## config.mk

```make
export PLATFORM = sky130hd
export DESIGN_NAME = sound_sequencer
export DESIGN_NICKNAME = d
export VERILOG_FILES = /design/src/rtl/sound_sequencer.sv
export SDC_FILE = /design/constraint.sdc
export NUM_CORES = 1
export LEC_CHECK = 0
export BUFFER_PORTS_ARGS = -buffer_cell sky130_fd_sc_hd__buf_2
export CORE_MARGIN = 2
export CORE_UTILIZATION = 29
export CTS_BUF_LIST = sky130_fd_sc_hd__clkbuf_4 sky130_fd_sc_hd__clkbuf_8
export DETAILED_ROUTE_END_ITERATION = 7
export GPL_TIMING_DRIVEN = 0
export HOLD_SLACK_MARGIN = 0.05
export PLACE_DENSITY = 0.54
export SETUP_SLACK_MARGIN = 0.2
export SLEW_MARGIN = 20
export SYNTH_ARGS = -nofsm -noshare
export SYNTH_HDL_FRONTEND = slang
export SYNTH_SLANG_ARGS = --single-unit
```

## constraint.sdc

```tcl
create_clock -name clk -period 3.1 [get_ports clk]
set_input_delay 0.155 -clock clk [delete_from_list [all_inputs] [get_ports clk]]
set_output_delay 0.155 -clock clk [all_outputs]
set_load 0.1 [all_outputs]
```

## src/rtl/sound_sequencer.sv

```systemverilog
// Speaker arbiter: latches game sound events, plays one fixed-priority tone at a time
// (square wave for DUR cycles, then GAP of silence); a win plays a three-note jingle.
module sound_sequencer #(
  parameter int WALL_HALF = 113636,
  parameter int HIT_HALF  = 56818,
  parameter int GOAL_HALF = 28409,
  parameter int DUR       = 5000000,
  parameter int GAP       = 1250000
) (
  input  logic       clk,
  input  logic       rst,
  input  logic       hit,
  input  logic       wall,
  input  logic       goal,
  input  logic       p1_win,
  input  logic       p2_win,
  input  logic       mute,
  output logic       speaker,
  output logic       busy,
  output logic [2:0] active,
  output logic [1:0] note_idx
);

  typedef enum logic [1:0] {S_IDLE, S_TONE, S_GAP} state_t;

  localparam logic [2:0] SND_NONE = 3'd0;
  localparam logic [2:0] SND_WALL = 3'd1;
  localparam logic [2:0] SND_HIT  = 3'd2;
  localparam logic [2:0] SND_GOAL = 3'd3;
  localparam logic [2:0] SND_WIN  = 3'd4;

  localparam logic [23:0] WALL_M1 = 24'(WALL_HALF - 1);
  localparam logic [23:0] HIT_M1  = 24'(HIT_HALF - 1);
  localparam logic [23:0] GOAL_M1 = 24'(GOAL_HALF - 1);
  localparam logic [23:0] DUR_M1  = 24'(DUR - 1);
  localparam logic [23:0] GAP_M1  = 24'(GAP - 1);

  state_t      r_state;
  logic        r_speaker;
  logic        r_busy;
  logic [2:0]  r_active;
  logic [1:0]  r_note_idx;
  logic [23:0] r_half_cnt;
  logic [23:0] r_dur_cnt;
  logic [23:0] r_gap_cnt;
  logic        r_pend_wall;
  logic        r_pend_hit;
  logic        r_pend_goal;
  logic        r_pend_win;
  logic        r_win_d;

  logic        w_win_lvl;
  logic        w_win_req;
  logic        w_any_pend;
  logic [2:0]  w_grant;
  logic        w_grant_now;
  logic        w_preempt;
  logic [23:0] w_half_m1;
  logic        w_clr_wall;
  logic        w_clr_hit;
  logic        w_clr_goal;
  logic        w_clr_win;

  assign w_win_lvl  = p1_win | p2_win;
  assign w_win_req  = w_win_lvl & ~r_win_d;
  assign w_any_pend = r_pend_wall | r_pend_hit | r_pend_goal | r_pend_win;

  always_comb begin
    w_grant = SND_NONE;
    if (r_pend_win)       w_grant = SND_WIN;
    else if (r_pend_goal) w_grant = SND_GOAL;
    else if (r_pend_hit)  w_grant = SND_HIT;
    else if (r_pend_wall) w_grant = SND_WALL;
  end

  assign w_grant_now = (r_state == S_IDLE) && w_any_pend;
  // Only a win may cut another sound short; a win never restarts itself.
  assign w_preempt   = r_pend_win && (r_state != S_IDLE) && (r_active != SND_WIN);

  assign w_clr_win  = (w_grant_now && (w_grant == SND_WIN)) || w_preempt;
  assign w_clr_goal = w_grant_now && (w_grant == SND_GOAL);
  assign w_clr_hit  = w_grant_now && (w_grant == SND_HIT);
  assign w_clr_wall = w_grant_now && (w_grant == SND_WALL);

  // Jingle walks the tones from low to high pitch.
  always_comb begin
    w_half_m1 = WALL_M1;
    case (r_active)
      SND_WALL: w_half_m1 = WALL_M1;
      SND_HIT:  w_half_m1 = HIT_M1;
      SND_GOAL: w_half_m1 = GOAL_M1;
      SND_WIN: begin
        case (r_note_idx)
          2'd0:    w_half_m1 = WALL_M1;
          2'd1:    w_half_m1 = HIT_M1;
          default: w_half_m1 = GOAL_M1;
        endcase
      end
      default:  w_half_m1 = WALL_M1;
    endcase
  end

  always_ff @(posedge clk) begin
    if (rst) begin
      r_state     <= S_IDLE;
      r_speaker   <= 1'b0;
      r_busy      <= 1'b0;
      r_active    <= SND_NONE;
      r_note_idx  <= 2'd0;
      r_half_cnt  <= 24'd0;
      r_dur_cnt   <= 24'd0;
      r_gap_cnt   <= 24'd0;
      r_pend_wall <= 1'b0;
      r_pend_hit  <= 1'b0;
      r_pend_goal <= 1'b0;
      r_pend_win  <= 1'b0;
      r_win_d     <= 1'b0;
    end else if (mute) begin
      // Keep tracking the win level so a win that rose while muted is not replayed.
      r_win_d     <= w_win_lvl;
      r_state     <= S_IDLE;
      r_speaker   <= 1'b0;
      r_busy      <= 1'b0;
      r_active    <= SND_NONE;
      r_note_idx  <= 2'd0;
      r_half_cnt  <= 24'd0;
      r_dur_cnt   <= 24'd0;
      r_gap_cnt   <= 24'd0;
      r_pend_wall <= 1'b0;
      r_pend_hit  <= 1'b0;
      r_pend_goal <= 1'b0;
      r_pend_win  <= 1'b0;
    end else begin
      r_win_d     <= w_win_lvl;
      // A new request landing on its own grant edge survives the clear.
      r_pend_wall <= (r_pend_wall & ~w_clr_wall) | wall;
      r_pend_hit  <= (r_pend_hit  & ~w_clr_hit)  | hit;
      r_pend_goal <= (r_pend_goal & ~w_clr_goal) | goal;
      r_pend_win  <= (r_pend_win  & ~w_clr_win)  | w_win_req;

      if (w_grant_now || w_preempt) begin
        r_state    <= S_TONE;
        r_busy     <= 1'b1;
        r_active   <= w_preempt ? SND_WIN : w_grant;
        r_speaker  <= 1'b1;
        r_half_cnt <= 24'd0;
        r_dur_cnt  <= 24'd0;
        r_note_idx <= 2'd0;
      end else begin
        case (r_state)
          S_TONE: begin
            r_dur_cnt <= r_dur_cnt + 24'd1;
            if (r_dur_cnt == DUR_M1) begin
              r_speaker <= 1'b0;
              r_state   <= S_GAP;
              r_gap_cnt <= 24'd0;
            end else if (r_half_cnt == w_half_m1) begin
              r_speaker  <= ~r_speaker;
              r_half_cnt <= 24'd0;
            end else begin
              r_half_cnt <= r_half_cnt + 24'd1;
            end
          end
          S_GAP: begin
            r_speaker <= 1'b0;
            r_gap_cnt <= r_gap_cnt + 24'd1;
            if (r_gap_cnt == GAP_M1) begin
              if ((r_active == SND_WIN) && (r_note_idx < 2'd2)) begin
                r_state    <= S_TONE;
                r_note_idx <= r_note_idx + 2'd1;
                r_speaker  <= 1'b1;
                r_half_cnt <= 24'd0;
                r_dur_cnt  <= 24'd0;
              end else begin
                r_state    <= S_IDLE;
                r_busy     <= 1'b0;
                r_active   <= SND_NONE;
                r_note_idx <= 2'd0;
              end
            end
          end
          default: begin
            r_state   <= S_IDLE;
            r_busy    <= 1'b0;
            r_speaker <= 1'b0;
          end
        endcase
      end
    end
  end

  assign speaker  = r_speaker;
  assign busy     = r_busy;
  assign active   = r_active;
  assign note_idx = r_note_idx;

endmodule

```

==> impl_metrics.csv, run 1 <==
group,metric,value,unit
cts,cts_buffers,9,
drt,antenna_left,0,
worst_setup_path,max_stage_delay,0.52,ns
logic_synthesis,synthAdderAreaFrac,2.68,%
drt,wirelength,11.7,mm
worst_setup_path,crit_required,3.35,ns
cts,clk_latency,0.37,ns
logic_synthesis,synthCells,565,
grt,antenna_found_initial,0,
drt,vias,4229,
placed_design,place_ws,0.228,ns
sta,rsz0062_at_grt,"no",
die,initial_core_util,29.5,%
cts,cts.sinks,86,
power,p_leak,1.66,nW
logic_synthesis,synth_cell_type_count,66,
placed_design,place_congestion,0.814,
sta,hold_viol_final,0,
logic_synthesis,synth_edf_count,0,
die,io_pins,15,
drt,drtIter0Drc,225,
placed_design,hpwl,8.40,mm
finish,antenna_cells,0,
sta,worstMarginPinSlew,1.02,ns
die,chipHeight,131,um
die,die_area,17100,sq um
power,power_density,381,nW/um^2
die,die_x,131,um
grt,grt_pass1_vias,4122,
grt,grt_max_degree,14,
finish,syn2layout_area_growth,12.4,%
logic_synthesis,synth-xor-area-share,7.13,%
sta,layout_setup_ws,0.363,ns
worst_setup_path,cpMaxStageDelayCell,"or4b_4",
logic_synthesis,synthesis.nets,583,
die,row_count,46,
sta,slew_headroom,31.4,%
drt,drc,0,
placed_design,dp.cells,795,
finish,utilization,33.1,%
finish,layout-drive-gt1-share,10.2,%
logic_synthesis,syn_area,4670,sq um
die,core,15800,sq um
cts,path_clk_slew,0.09,ns
logic_synthesis,synth-simple-area-share,31.9,%
logic_synthesis,ys.flop_type,"dfxtp_1",
logic_synthesis,synthArstFlopShare,0,%
drt,wl_per_cell,14.4,um
finish,final_area,5250,sq um
drt,vias_per_cell,5.19,
cts,cts_tree,"built",
grt,gr-total-overflow,0,
logic_synthesis,synth_compound_area_share,16.2,%
sta,clock.fmax,365,MHz
worst_setup_path,crit_type,"reg -> reg",
logic_synthesis,synth.avg_cell_area,8.26,sq um
power,irDropWorstVdd,0.000189,V
placed_design,placed_area,5010,sq um
run,cap_violations,0,
cts,postCtsSetupRepairBufs,0,
worst_setup_path,start_kind,"flip-flop",
worst_setup_path,path_buf_inv,3,
sta,min_period,2.74,ns
cts,cts_buffer_depth,2,
sta,setup_tns,0,ns
logic_synthesis,synthMuxAreaShare,0.857,%
sta,setup_viol,0,
drt,drt_first_pass_iters,4,
grt,grt_pass1_wl,19.8,mm
finish,nets,613,
finish,instances_no_fill,815,
worst_setup_path,path_cells,"inv_1 -> ha_1 -> or4b_4 -> a2111oi_4 -> o2111a_1 -> nand4_1 -> buf_2 -> nand2_1 -> buf_6 -> o21ai_0",
worst_setup_path,crit_family,"simple AND/OR/NAND/NOR gates",
run_status,status,"finished, final reports clean",
sta,final.setup_skew,0.0143,ns
cts,h-tree-depth,3,
logic_synthesis,ys_ff_latch,86,
hold_path,min_path_type,"in -> reg",
logic_synthesis,synth_top_family_by_area,"simple AND/OR/NAND/NOR gates",
worst_setup_path,crit_fanout,10,
sta,period_share,88.3,%
worst_setup_path,endpoint_kind,"flip-flop",
logic_synthesis,yosysSeqAreaShare,36.9,%
placed_design,io_buffer_count,14,
logic_synthesis,ys_warn_count,0,
worst_setup_path,crit_arrival,2.99,ns
cts,cts-root-buf,"clkbuf_8",
grt,grtUsageTotal,14.5,%
sta,slew_violations,0,
==> cells in the mapped netlist, drive strengths merged, types with 2 or more instances <==
library cell	n	area share, %
a22o	3	0.56
xor2	15	2.8
or3	10	1.4
inv	23	1.8
nor3	26	2.8
nand2	40	3.3
a21oi	19	2.1
ha	10	2.7
o21ai	19	2.0
nand3	31	3.6
buf	11	1.6
a31oi	16	2.1
nor3b	2	0.32
nand2b	3	0.40
nor4b	9	1.8
or4	2	0.40
or2	3	0.40
o22ai	4	0.54
o21a	2	0.32
and3	18	2.4
and4	9	1.7
nor4	12	1.7
o31a	4	0.75
o32a	2	0.43
nor2b	3	0.40
mux2i	4	0.86
o2bb2ai	9	1.7
nand4	25	3.5
clkbuf	12	0.96
nor2	69	5.5
xnor2	23	4.3
a22oi	2	0.32
and2	10	1.3
dfxtp	86	37
o31ai	13	2.9
==> cell families after synthesis <==
| family | after synthesis |
|---|---|
| adder cells (fa/ha/maj) | 10 |
| flip-flops | 86 |
| buffers and inverters | 46 |
| AND/OR/NAND/NOR | 276 |
| XOR/XNOR | 38 |
| multiplexers | 4 |
| AO/OA/AOI/OAI | 105 |
==> per-layer routing <==
metal | track usage [%] | vias up | wire length, um
met4 | 4.19 | 0 | 170
li1 | - | 2126 | -
met3 | 3.99 | 16 | 420
met1 | 18.5 | 2031 | 5700
met5 | 0 | - | 0
met2 | 24.1 | 56 | 5460
==> through the flow <==
stage / hold slack (ns) / power [mW]
after floorplan: 0.227 / 1.27
after global placement: 0.352 / 1.32
after detailed placement: 0.348 / 1.32
after CTS: 0.118 / 2.02
after global routing: 0.124 / 2.10
final: 0.134 / 2.00
==> power breakdown <==
group          total [mW]  switching (mW)  internal (mW)  leakage [nW]
combinational       0.180           0.127         0.0535         0.885
clock               0.698           0.408          0.290        0.0851
sequential           1.12         0.00700           1.11         0.695
==> tightest hold or removal path, delay by kind of cell <==
| family | cells | cell delay, ns |
|---|---|---|
| and+or+nand+nor | 3 | 0.21 |
| buffers and inverters | 1 | 0.09 |
==> flip-flops by register name (all words and copies together) (netlist names) <==
name         flops
note_idx         2
r_pend_goal      1
r_state          2
r_dur_cnt       24
speaker          1
r_pend_win       1
r_pend_wall      1
r_gap_cnt       24
r_pend_hit       1
active           3
r_half_cnt      24
busy             1
r_win_d          1
==> cell type report <==
| cell class | count | area [sq um] |
|---|---|---|
| inverters | 23 | 86.3 |
| flip-flops and latches | 86 | 1720 |
| multi-input cells | 433 | 2770 |
| fillers | 1683 | 10600 |
| plain buffers | 23 | 121 |
| repair buffers | 19 | 120 |
| clock inverters | 5 | 27.5 |
| clock buffers | 10 | 131 |
| well taps | 216 | 270 |
==> repair_timing <==
item / in CTS / in global routing
endpoints found under the setup margin: 0 / 25
hold endpoints to repair: 4 / 0
hold buffers: 5 / 0
gates resized for setup: 0 / 4
==> worst paths after layout <==
| kind | from | to | slack (ns) | cells past startpoint |
|---|---|---|---|---|
| worst max-delay path | note_idx[0] | r_half_cnt[0] | 0.36 | 10 |
| worst min-delay path | mute | speaker | 0.13 | 4 |
| worst max register to register | note_idx[0] | r_half_cnt[0] | 0.36 | 10 |
| worst min register to register | r_half_cnt[23] | r_half_cnt[23] | 0.49 | 1 |
==> cells in the final DEF (no fill, tap or decap), types with 12 or more instances in the layout <==
cell type,n
dfxtp_1,84
nor2_1,68
nand2_1,39
nand3_1,30
nor3_1,26
nand4_1,24
inv_1,23
xnor2_1,23
buf_2,18
and3_1,18
a21oi_1,18
o21ai_0,17
a31oi_1,15
xor2_1,15
clkbuf_1,12
Power figures use the tool's default switching activity.
==> inputs of run 2 (changes only) <==
--- a/config.mk
+++ b/config.mk
@@ -12,8 +12,9 @@
 export DETAILED_ROUTE_END_ITERATION = 7
 export GPL_TIMING_DRIVEN = 0
 export HOLD_SLACK_MARGIN = 0.05
-export PLACE_DENSITY = 0.54
+export PLACE_DENSITY = 0.56
 export SETUP_SLACK_MARGIN = 0.2
+export SKIP_LAST_GASP = 1
 export SLEW_MARGIN = 20
 export SYNTH_ARGS = -nofsm -noshare
 export SYNTH_HDL_FRONTEND = slang
==> constraint.sdc (replaced) <==
create_clock -name clk -period 2.5 [get_ports clk]
set_input_delay 0.125 -clock clk [delete_from_list [all_inputs] [get_ports clk]]
set_output_delay 0.125 -clock clk [all_outputs]
set_load 0.1 [all_outputs]
==> impl_metrics.csv, run 2 (same netlist as run 1, synthesis figures left out) <==
group,metric,value,unit
finish,layout_commonest_cell,"dfxtp_1",
finish,layout_common_cells,"dfxtp_1 (68), nor2_1 (67), nand2_1 (36)",
sta,period_share,99.2,%
worst_setup_path,crit_arrival,2.74,ns
finish,antenna_cells,0,
finish,layout-drive-gt1-share,24.7,%
placed_design,place_congestion,0.823,
worst_setup_path,cp-endpoint,"r_half_cnt[0]",
power,design_power_total,2.86,mW
grt,gr-total-overflow,0,
worst_setup_path,r2r-end,"r_half_cnt[0]",
worst_setup_path,crit_fanout,10,
cts,cts_tree,"built",
cts,cts_buffers,9,
finish,multiInputGateArea,3070,sq um
sta,hold_viol_final,0,
finish,utilization,37.6,%
die,core,15800,sq um
die,row_count,46,
worst_setup_path,crit_start,"note_idx[1]",
drt,drc,0,
cts,cts-root-buf,"clkbuf_8",
die,io_pins,15,
grt,grt_max_degree,15,
drt,wirelength_met1,5.96,mm
sta,rsz0062_at_grt,"yes",
grt,grt_pass1_vias,4232,
worst_setup_path,crit_required,2.76,ns
drt,wl_met2,6.22,mm
drt,vias,4437,
run_status,status,"finished, final reports clean",
hold_path,min-delay-start,"mute",
finish,syn2layout_area_growth,27.3,%
grt,grt_pass1_wl,20.7,mm
placed_design,placed_area,5070,sq um
grt,grtUsageTotal,15.2,%
worst_setup_path,r2r_start,"note_idx[1]",
cts,h-tree-depth,3,
power,irDropWorstVdd,0.000198,V
sta,clock.fmax,403,MHz
cts,cts_buffer_depth,2,
worst_setup_path,reg2reg_depth,10,
sta,final.setup_skew,0.0138,ns
cts,clk_latency,0.38,ns
worst_setup_path,start_kind,"flip-flop",
drt,wirelength,12.9,mm
power,power_density,482,nW/um^2
worst_setup_path,crit_type,"reg -> reg",
placed_design,io_buffer_count,14,
die,initial_core_util,29.5,%
power,p_leak,1.98,nW
sta,setup_tns,0,ns
sta,min_period,2.48,ns
worst_setup_path,reg2reg_slack,0.02,ns
drt,wl_per_cell,15.3,um
die,die_x,131,um
sta,slew_violations,0,
sta,slew_headroom,57.2,%
finish,filler_cell_count,1593,
grt,antenna_found_initial,0,
drt,drt_first_pass_iters,4,
die,die_area,17100,sq um
drt,met3_length,433,um
cts,path_clk_slew,0.09,ns
finish,top_regs,"r_dur_cnt: 24 flops, r_gap_cnt: 24 flops, r_half_cnt: 24 flops",
finish,nets,641,
sta,worstMarginPinSlew,0.637,ns
die,chipHeight,131,um
cts,cts.sinks,86,
drt,vias_per_cell,5.26,
run,cap_violations,0,
hold_path,min_path_type,"in -> reg",
finish,regArea,1760,sq um
placed_design,hpwl,8.71,mm
sta,setup_viol,0,
drt,top_layer_used,"met4",
finish,final_area,5940,sq um
drt,antenna_left,0,
worst_setup_path,endpoint_kind,"flip-flop",
drt,drtIter0Drc,327,
==> run 2: cell types whose count changed in the layout (fill, tap and decap cells not counted), moves of 4 or more <==
cell / before / now
clkbuf_2: 0 / 4
dfxtp_2: 2 / 13
nor3_2: 0 / 6
nor4_1: 11 / 7
clkbuf_1: 12 / 4
o2bb2ai_1: 9 / 5
buf_4: 2 / 28
nor3_1: 26 / 20
dfxtp_4: 0 / 5
o2bb2ai_2: 0 / 4
nor4b_1: 8 / 2
dfxtp_1: 84 / 68
==> run 2: critical path, cell delays in order, from the launching register on <==
cell and delay (ns):
dfxtp_4 0.38, inv_4 0.04, ha_4 0.14, or4b_4 0.51, a2111oi_4 0.31, o2111a_1 0.23, nand4_1 0.19, buf_6 0.21
nand2_2 0.10, buf_6 0.16, o21ai_0 0.09
==> run 2: worst min path at each step <==
stage | end | depth (start not counted) | slack [ns]
after global placement | r_win_d | 2 | 0.31
after detailed placement | r_win_d | 2 | 0.32
after CTS | r_gap_cnt[19] | 4 | 0.10
final | r_gap_cnt[19] | 4 | 0.12
after global routing | r_gap_cnt[19] | 4 | 0.11
after floorplan | r_win_d | 1 | 0.20
==> run 2: cell type report <==
type	instances	area share (%)
sequential	86	29.6
clock buffer	10	2.32
multi-input combinational	434	51.7
timing repair buffer	46	5.83
buffer	23	2.67
tap	216	4.55
inverter	23	1.54
clock inverter	6	1.83
==> run 2: stage by stage <==
| step | worst slack (ns) | std cells | hold WS, ns |
|---|---|---|---|
| 5_1_grt | -0.0831 | 844 | 0.112 |
| 4_1_cts | 0.00473 | 831 | 0.100 |
| 3_3_place_gp | -0.237 | 795 | 0.312 |
| 3_5_place_dp | -0.287 | 795 | 0.322 |
| 2_1_floorplan | 0.0161 | 565 | 0.197 |
| 6_report | 0.0204 | 844 | 0.121 |
==> run 2: what timing repair did <==
action	in CTS	in global routing
pin swaps	4	14
setup buffers	14	12
gates cloned	1	1
hold endpoints to repair	4	0
hold buffers	5	0
resized for setup	38	52
setup endpoints to repair	71	70
==> run 2: power by group <==
group | total (mW) | switching [mW] | internal [mW]
clock | 1.22 | 0.527 | 0.689
combinational | 0.264 | 0.174 | 0.0900
sequential | 1.38 | 0.00918 | 1.37
==> run 2: layer usage <==
| layer | GRT usage [%] | vias to the layer above |
|---|---|---|
| li1 | - | 2189 |
| met1 | 19.0 | 2136 |
| met2 | 25.2 | 91 |
| met3 | 4.32 | 21 |
| met4 | 5.44 | 0 |
| met5 | 0 | - |
